===== src/rtl/kmeans_pkg.sv =====
// Shared constants and FSM encoding for the k-means centroid update datapath.
package kmeans_pkg;

    localparam int K        = 16;
    localparam int SW       = 24;
    localparam int CW       = 12;
    localparam int PIX_W    = 24;
    localparam int DIV_ITER = 24;

    typedef enum logic [2:0] {
        S_IDLE,
        S_FETCH,
        S_LOAD,
        S_DIV,
        S_WRITE,
        S_DONE
    } state_t;

endpackage


===== src/rtl/seq_divider.sv =====
// Iterative restoring unsigned divider: one quotient bit per cycle, result
// saturated to 8 bits once all dividend bits have been shifted through.
module seq_divider #(
    parameter int SW = 24,
    parameter int CW = 12
) (
    input  logic          clk,
    input  logic          reset,
    input  logic          load,
    input  logic [SW-1:0] dividend,
    input  logic [CW-1:0] divisor,
    output logic          busy,
    output logic          done,
    output logic [7:0]    quotient
);

    localparam int ITER  = kmeans_pkg::DIV_ITER;
    localparam int CNT_W = $clog2(ITER);
    localparam logic [CNT_W-1:0] LAST = CNT_W'(ITER - 1);

    // quo_q starts as the dividend and fills with quotient bits from the bottom.
    logic [SW-1:0]    quo_q;
    logic [CW-1:0]    rem_q;
    logic [CW-1:0]    dvs_q;
    logic [CNT_W-1:0] cnt_q;
    logic             run_q;

    logic [CW:0] partial;
    logic        fits;

    assign partial  = {rem_q, quo_q[SW-1]};
    assign fits     = (partial >= {1'b0, dvs_q});
    assign busy     = run_q;
    // done marks the cycle whose closing edge writes the final quotient bit.
    assign done     = run_q && (cnt_q == LAST);
    assign quotient = (|quo_q[SW-1:8]) ? 8'hFF : quo_q[7:0];

    // NOTE: sequential state uses non-blocking assignments so every register
    // samples the pre-edge values of its neighbours.
    always_ff @(posedge clk or negedge reset) begin
        if (!reset) begin
            quo_q <= '0;
            rem_q <= '0;
            dvs_q <= '0;
            cnt_q <= '0;
            run_q <= 1'b0;
        end else if (load) begin
            quo_q <= dividend;
            rem_q <= '0;
            dvs_q <= divisor;
            cnt_q <= '0;
            run_q <= 1'b1;
        end else if (run_q) begin
            // When the trial fails, partial < divisor so its top bit is zero.
            rem_q <= fits ? CW'(partial - {1'b0, dvs_q}) : partial[CW-1:0];
            quo_q <= {quo_q[SW-2:0], fits};
            cnt_q <= cnt_q + 1'b1;
            if (done) begin
                run_q <= 1'b0;
            end
        end
    end

endmodule


===== src/rtl/centroid_divider.sv =====
// Walks every active cluster, divides its colour sums by its pixel count and
// writes the new mean, reporting whether any mean moved.
module centroid_divider #(
    parameter int K  = kmeans_pkg::K,
    parameter int SW = kmeans_pkg::SW,
    parameter int CW = kmeans_pkg::CW
) (
    input  logic            clk,
    input  logic            reset,
    input  logic            start,
    input  logic [4:0]      k_active,
    output logic [3:0]      acc_idx,
    input  logic [3*SW-1:0] acc_sum,
    input  logic [CW-1:0]   acc_count,
    input  logic [23:0]     old_mean,
    output logic            mean_we,
    output logic [3:0]      mean_idx,
    output logic [23:0]     mean_wdata,
    output logic            busy,
    output logic            done,
    output logic            all_stable
);

    import kmeans_pkg::*;

    state_t           state;
    logic [3:0]       last_idx;
    logic             changed;
    logic [PIX_W-1:0] old_mean_q;
    logic             count_zero_q;

    logic [4:0] k_eff;
    logic       div_load;
    logic [2:0] ch_busy;
    logic [2:0] ch_done;
    logic [7:0] ch_quot [3];
    logic       div_busy;
    logic       div_done;
    logic       wdata_changed;

    assign k_eff    = (k_active > 5'(K)) ? 5'(K) : k_active;
    assign div_load = (state == S_LOAD);
    assign div_busy = |ch_busy;
    assign div_done = &ch_done;

    // acc_sum packs {R,G,B}, so channel 0 is blue and channel 2 is red.
    for (genvar ch = 0; ch < 3; ch++) begin : g_div
        seq_divider #(
            .SW(SW),
            .CW(CW)
        ) u_div (
            .clk     (clk),
            .reset   (reset),
            .load    (div_load),
            .dividend(acc_sum[ch*SW +: SW]),
            .divisor (acc_count),
            .busy    (ch_busy[ch]),
            .done    (ch_done[ch]),
            .quotient(ch_quot[ch])
        );
    end

    // The dividers still run for an empty cluster so timing stays fixed; the
    // result is simply replaced by the captured old mean.
    assign mean_wdata    = count_zero_q ? old_mean_q : {ch_quot[2], ch_quot[1], ch_quot[0]};
    assign wdata_changed = (mean_wdata != old_mean_q);

    always_ff @(posedge clk or negedge reset) begin
        if (!reset) begin
            state        <= S_IDLE;
            acc_idx      <= '0;
            mean_idx     <= '0;
            mean_we      <= 1'b0;
            busy         <= 1'b0;
            done         <= 1'b0;
            all_stable   <= 1'b0;
            last_idx     <= '0;
            changed      <= 1'b0;
            old_mean_q   <= '0;
            count_zero_q <= 1'b0;
        end else begin
            case (state)
                // start is honoured in the done cycle too, since busy is low there.
                S_IDLE, S_DONE: begin
                    done  <= 1'b0;
                    state <= S_IDLE;
                    if (start) begin
                        if (k_eff == '0) begin
                            state      <= S_DONE;
                            done       <= 1'b1;
                            all_stable <= 1'b1;
                        end else begin
                            state      <= S_FETCH;
                            busy       <= 1'b1;
                            acc_idx    <= '0;
                            last_idx   <= 4'(k_eff - 5'd1);
                            changed    <= 1'b0;
                            all_stable <= 1'b0;
                        end
                    end
                end
                S_FETCH: begin
                    state <= S_LOAD;
                end
                S_LOAD: begin
                    old_mean_q   <= old_mean;
                    count_zero_q <= (acc_count == '0);
                    state        <= S_DIV;
                end
                S_DIV: begin
                    // Leaving on an idle divider keeps the FSM from stalling forever.
                    if (div_done || !div_busy) begin
                        state    <= S_WRITE;
                        mean_we  <= 1'b1;
                        mean_idx <= acc_idx;
                    end
                end
                S_WRITE: begin
                    mean_we <= 1'b0;
                    changed <= changed | wdata_changed;
                    if (acc_idx == last_idx) begin
                        state      <= S_DONE;
                        busy       <= 1'b0;
                        done       <= 1'b1;
                        all_stable <= !(changed | wdata_changed);
                    end else begin
                        state   <= S_FETCH;
                        acc_idx <= acc_idx + 4'd1;
                    end
                end
                default: begin
                    state <= S_IDLE;
                end
            endcase
        end
    end

endmodule

===== config.mk =====
export PLATFORM = sky130hd
export DESIGN_NAME = centroid_divider
export DESIGN_NICKNAME = d
export VERILOG_FILES = /design/src/rtl/kmeans_pkg.sv /design/src/rtl/seq_divider.sv /design/src/rtl/centroid_divider.sv
export SDC_FILE = /design/constraint.sdc
export NUM_CORES = 1
export LEC_CHECK = 0
export ABC_AREA = 0
export BUFFER_PORTS_ARGS = -buffer_cell sky130_fd_sc_hd__buf_2
export CAP_MARGIN = 5
export CORE_ASPECT_RATIO = 1.4
export CORE_UTILIZATION = 30
export CTS_BUF_LIST = sky130_fd_sc_hd__clkbuf_4
export DETAILED_ROUTE_END_ITERATION = 8
export PLACE_DENSITY = 0.45
export SYNTH_ARGS = -nofsm -noshare
export SYNTH_HDL_FRONTEND = slang
export SYNTH_HIERARCHICAL = 1
export SYNTH_SLANG_ARGS = --single-unit
export TNS_END_PERCENT = 100

===== constraint.sdc =====
create_clock -name clk -period 3.1 [get_ports clk]
set_clock_uncertainty 0.2 [all_clocks]
set_input_delay 0.155 -clock clk [delete_from_list [all_inputs] [get_ports clk]]
set_output_delay 0.155 -clock clk [all_outputs]
set_load 0.005 [all_outputs]

# Yosys cells after proc, flatten, opt, wreduce, memory -nomap -nowiden
# Cells that the tools add are included.
[totals]
register_bits = 183
inputBits = 116
output_inout_bits = 36
[classes]
addsub = 8
bitwise = 2
n_reduce_logical = 28
eq_ne = 15
mux = 60
n_lt_le_gt_ge = 4
[op_table]
columns = ["cell", "n"]
rows = [
  ["2-to-1 mux 24 bit", 7],
  ["2-to-1 mux 12 bit", 9],
  ["OR reduction 16 bit", 3],
  ["greater-or-equal comparator 13 x 12 -> 1 bit", 3],
  ["subtractor 12 bit", 3],
  ["2-to-1 mux 5 bit", 7],
  ["2-to-1 mux 8 bit", 3],
  ["inequality test 24 bit", 1],
  ["2-to-1 mux 1 bit", 20],
  ["adder 5 x 1 -> 5 bit, second input constant", 3],
  ["equality test 5 bit, second input constant", 3],
  ["one-hot mux 3 bit (5 select lines)", 1],
  ["zero test 12 bit", 1],
  ["2-to-1 mux 3 bit", 4],
  ["2-to-1 mux 4 bit", 3],
  ["AND reduction 3 bit", 4],
  ["inequality test 2 bit, second input constant", 5],
  ["one-hot mux 1 bit (2 select lines)", 5],
  ["nonzero test 2 bit", 5],
  ["one-hot mux 4 bit (2 select lines)", 1],
  ["AND reduction 4 bit", 2],
  ["equality test 3 x 2 -> 1 bit, second input constant", 2],
  ["equality test 3 bit, second input constant", 2],
  ["AND reduction 2 bit", 3],
  ["other kinds (14)", 17],
]

# Longest topological paths before layout
[depth]
ltp_word = 8
mapped_depth = 10
mapped_depth_nobuf = 9

# By module
# The synthesis kept the hierarchy.
[modules_own_cells]
columns = ["module", "instances", "cells_per_inst", "area_per_inst_um2", "seq_area_each_um2"]
rows = [
  ["seq_divider", 3, 341, 3130.5, 1351.3],
  ["centroid_divider", 1, 227, 2519.9, 1126.1],
]

# Worst setup path before layout
# No wires, ideal clock.
[synth_timing]
path_kind = "flip-flop to flip-flop"
start = "reg g_div[0].u_div.quo_q[23]"
end = "reg g_div[0].u_div.rem_q[10]"
path_slack_ps = 764
stages_incl_launch_ff = 10
setup_ps = 147
synth_period_minus_slack_ps = 2336
n_path_buf = 0
t_arrival_ps = 1989
required_ps = 2753
cell_sequence = "dfrtp_1 -> inv_1 -> ha_1 -> fa_1 -> nor2b_4 -> o31ai_2 -> a21oi_1 -> or4_1 -> o2111ai_1 -> a311oi_1"
[synth_via]
elab_chain_cells = 4
word_cells_on_any_way = 5
[synth_rtl]
columns = ["item", "line_no", "source"]
rows = [
  ["from (decl)", "seq_divider.sv:22", "logic [SW-1:0] quo_q;"],
  ["from (signal assigned)", "seq_divider.sv:48", "quo_q <= dividend;"],
  ["from (signal assigned)", "seq_divider.sv:56", "quo_q <= {quo_q[SW-2:0], fits};"],
  ["subtractor 12 bit or greater-or-equal comparator 13 x 12 -> 1 bit (tied branches)", "seq_divider.sv:55, seq_divider.sv:32", ""],
  ["2-to-1 mux 12 bit *", "seq_divider.sv:55", "rem_q <= fits ? CW'(partial - {1'b0, dvs_q}) : partial[CW-1:0];"],
  ["2-to-1 mux 12 bit *", "seq_divider.sv:53", "end else if (run_q) begin"],
  ["2-to-1 mux 12 bit *", "seq_divider.sv:47", "end else if (load) begin"],
  ["to (signal assigned)", "seq_divider.sv:55", ""],
  ["to (decl)", "seq_divider.sv:23", "logic [CW-1:0] rem_q;"],
]
# Mark *: on every way between the ends. The rest lies on a longest branch, timed or not. The select of a mux whose other input is x is not followed.
# A chain may end at the register's enable or synchronous reset.

==> flow_summary.json <==
{
  "timing_worst_setup_path_type": "register to output port",
  "grt_max_degree": 93,
  "synth_xor_area_frac": 0.0396,
  "rsz0062_at_grt": "no",
  "grt_overflow_total": 0,
  "path_cells": "nor4_1, nand4_1, buf_4, or2_2, mux2_2, buf_2",
  "critPathTopFamily": "simple AND/OR/NAND/NOR gates",
  "netlist_area_um2": 11900,
  "p_per_area_nw_per_um2": 1050,
  "wl_per_cell_um": 16.1,
  "fin_hold_ws_ps": 64.0,
  "port_buffers": 151,
  "seq_area_um2": 5180,
  "grtUsageTotal": 0.179,
  "maxCapViolations": 0,
  "cts_tree": "done",
  "min_period_over_period": 0.942,
  "worst_path_max_delay_cell": "dfrtp_1",
  "area_delta_synth_final_pct": 35.4,
  "synth_compound_area_frac": 0.165,
  "critPathRequiredTime_ps": 2740,
  "crit_arrival_ps": 2560,
  "core_area_um2": 39300,
  "peakVddDrop_v": 0.000402,
  "fin_tns_setup_ps": 0,
  "multi_input_area_um2": 6240,
  "synthArstFlopShare": 1.00,
  "yosys_warnings": 6,
  "relSlewSlack": 0.497,
  "synth_mux_area_frac": 0.110,
  "report.final.setup_viol": 0,
  "slowest_delay_ps": 400,
  "drive_above_1_share": 0.224,
  "grt_pass1_wl_mm": 57.4,
  "drc": 0,
  "p_leak_uw": 0.00716,
  "routed_wl_mm": 35.4,
  "path_max_fanout": 8,
  "fill_cells": 3918,
  "rows": 86,
  "firstDrtPassIters": 6,
  "period_needed_ps": 2920,
  "clkTransAtPathRegs_ps": 70,
  "place.gp.congestion": 0.809,
  "cts-root-buf": "clkbuf_4",
  "outcome": "finished, final reports clean",
  "drv_slew": 0,
  "syn_area_per_cell_um2": 9.53,
  "antenna_found_initial": 2,
  "vias": 10700,
  "synth_cell_types": 69,
  "hpwl_mm": 23.8,
  "syn_inst": 1250,
  "utilization": 0.411,
  "clk_latency_ps": 720,
  "worstMarginPinSlew_ps": 754,
  "cts_buffers": 58,
  "drt_iter0_markers": 451,
  "synth_edf_count": 0,
  "viasPerCell": 4.86,
  "end_kind": "output port",
  "yosys_most_used_dff": "dfrtp_1",
  "htreeDepth": 2,
  "synth_top_family_by_area": "compound AO/OA/AOI/OAI gates",
  "clock-sinks": 207,
  "pin_count": 152,
  "die_area_um2": 40500,
  "critPathLaunchType": "register",
  "yosys.area_share.simple": 0.160,
  "max_clock_freq_ghz": 0.343,
  "clock_path_buffers": 3,
  "yosysTopAreaCell": "dfrtp_1",
  "synth_seq_cells": 207,
  "ant_nets": 0,
  "die_w_um": 170,
  "yosysSeqAreaShare": 0.435,
  "synth-adder-area-share": 0.0481,
  "start_util": 0.303,
  "grt_pass1_vias": 11000,
  "synth.area.top_cells": "dfrtp_1 43%, mux2i_1 6.3%, o21ai_0 6.0%",
  "hp-class": "primary input to register",
  "synthesis.nets": 1410,
  "hold_violations": 0,
  "synth_top_area_share": 0.435,
  "path_buf_inv": 2,
  "fin_nets": 1791,
  "die_h_um": 238
}
-- path summary, 6_finish.rpt --
| kind | startpoint | endpoint | slack (ps) | cells past startpoint |
|---|---|---|---|---|
| max reg2reg | g_div[1].u_div/quo_q[19]$_DFFE_PN0P_ | all_stable$_DFFE_PN0P_ | 350 | 9 |
| max | g_div[1].u_div/quo_q[19]$_DFFE_PN0P_ | mean_wdata[11] | 180 | 6 |
| min | acc_sum[61] | g_div[2].u_div/quo_q[13]$_DFFE_PN0P_ | 60 | 4 |
| min in group asynchronous | reset | g_div[1].u_div/busy$_DFF_PN0_ | 410 | 4 |
| min reg2reg | g_div[0].u_div/rem_q[11]$_DFFE_PN0P_ | g_div[0].u_div/rem_q[11]$_DFFE_PN0P_ | 290 | 2 |
| max in group asynchronous | reset | old_mean_q[5]$_DFFE_PN0P_ | 1880 | 4 |
-- timing repair --
item / in CTS / in global routing
hold endpoints to repair: 354 / 0
hold buffers: 209 / 0
setup endpoints to repair: 3 / 8
resized for setup: 1 / 0
setup buffers: 0 / 1
pin swaps: 0 / 1
-- synthesized netlist by cell type (all sizes together) (13+ instances only) --
master	n
mux2i	75
xor2	28
mux2	49
or2	33
o21ai	150
xnor2	25
nor4	18
dfrtp	207
buf	42
clkbuf	20
nand4	16
nand3	13
a21oi	26
ha	41
a31oi	14
inv	64
nor2	81
nand2	170
a311oi	18
-- layout make-up --
class                      count  area share
tap                          528      0.0410
clock inverter                10     0.00241
clock buffer                  87      0.0405
sequential                   207       0.321
timing repair buffer         383       0.193
inverter                      64      0.0149
multi-input combinational    917       0.387
antenna                        1    0.000155
-- sequential cells by signal (all words and copies together), names as in the netlist --
| name | cells |
|---|---|
| g_div.u_div/quo_q | 72 |
| g_div.u_div/cnt_q | 15 |
| state | 3 |
| mean_we | 1 |
| mean_idx | 4 |
| changed | 1 |
| count_zero_q | 1 |
| g_div.u_div/busy | 3 |
| g_div.u_div/dvs_q | 36 |
| old_mean_q | 24 |
| g_div.u_div/rem_q | 36 |
| last_idx | 4 |
| all_stable | 1 |
| done | 1 |
| busy | 1 |
| acc_idx | 4 |
-- cells in the final DEF (no fill, tap or decap), types with 6 or more instances in the layout --
master,instances
dlygate4sd3_1,208
dfrtp_1,204
nand2_1,167
buf_2,150
o21ai_0,143
clkbuf_4,87
nor2_1,80
mux2i_1,75
inv_1,63
mux2_2,47
ha_1,41
or2_2,30
xor2_1,27
xnor2_1,25
a21oi_1,23
buf_4,18
nor4_1,17
nand4_1,16
a311oi_1,15
a31oi_1,14
nand3_1,13
and3_1,12
nor3_1,11
o221ai_1,10
a21o_1,10
nand2b_1,9
a22o_1,9
clkinv_1,9
a211oi_1,9
o2111ai_1,9
o21ai_1,7
nand3b_1,7
o21a_1,6
-- report_power, final --
part           switching (uW)  internal (uW)
registers                1040           4120
logic                    5050           4190
clock network            1190           1260
-- logic make-up after synthesis --
group,count (synthesis)
AND/OR/NAND/NOR,396
AO/OA/AOI/OAI,300
flip-flops,207
buffers and inverters,126
multiplexers,124
XOR/XNOR,53
adder cells (fa/ha/maj),44
-- routing by layer --
layer / up-vias / GRT usage / wire length (um)
met3: 83 / 0.0280 / 1320
li1: 5246 / - / -
met4: 2 / 0.0704 / 1170
met1: 5116 / 0.213 / 14800
met2: 227 / 0.319 / 18200
met5: - / 0 / 13
-- through the flow --
stage          setup slack (ps)  total power (uW)  cells  area [um2]
6_report                    181             16900   2197       16100
5_1_grt                    20.1             18500   2197       16100
4_1_cts                    78.6             17100   2195       16100
3_5_place_dp                283             14300   1889       13300
3_3_place_gp                308             14200   1889       13300
2_1_floorplan               764             12100   1250       11900
-- worst reg2reg max path, stage by stage (launching register included) --
cell	delay, ps
dfrtp_1	400
nor4_1	380
nand4_1	150
buf_4	180
or2_2	310
xnor2_1	160
o221ai_1	120
nor4_1	280
a41oi_1	190
o311ai_1	260
(Power assumes the default switching activity.)
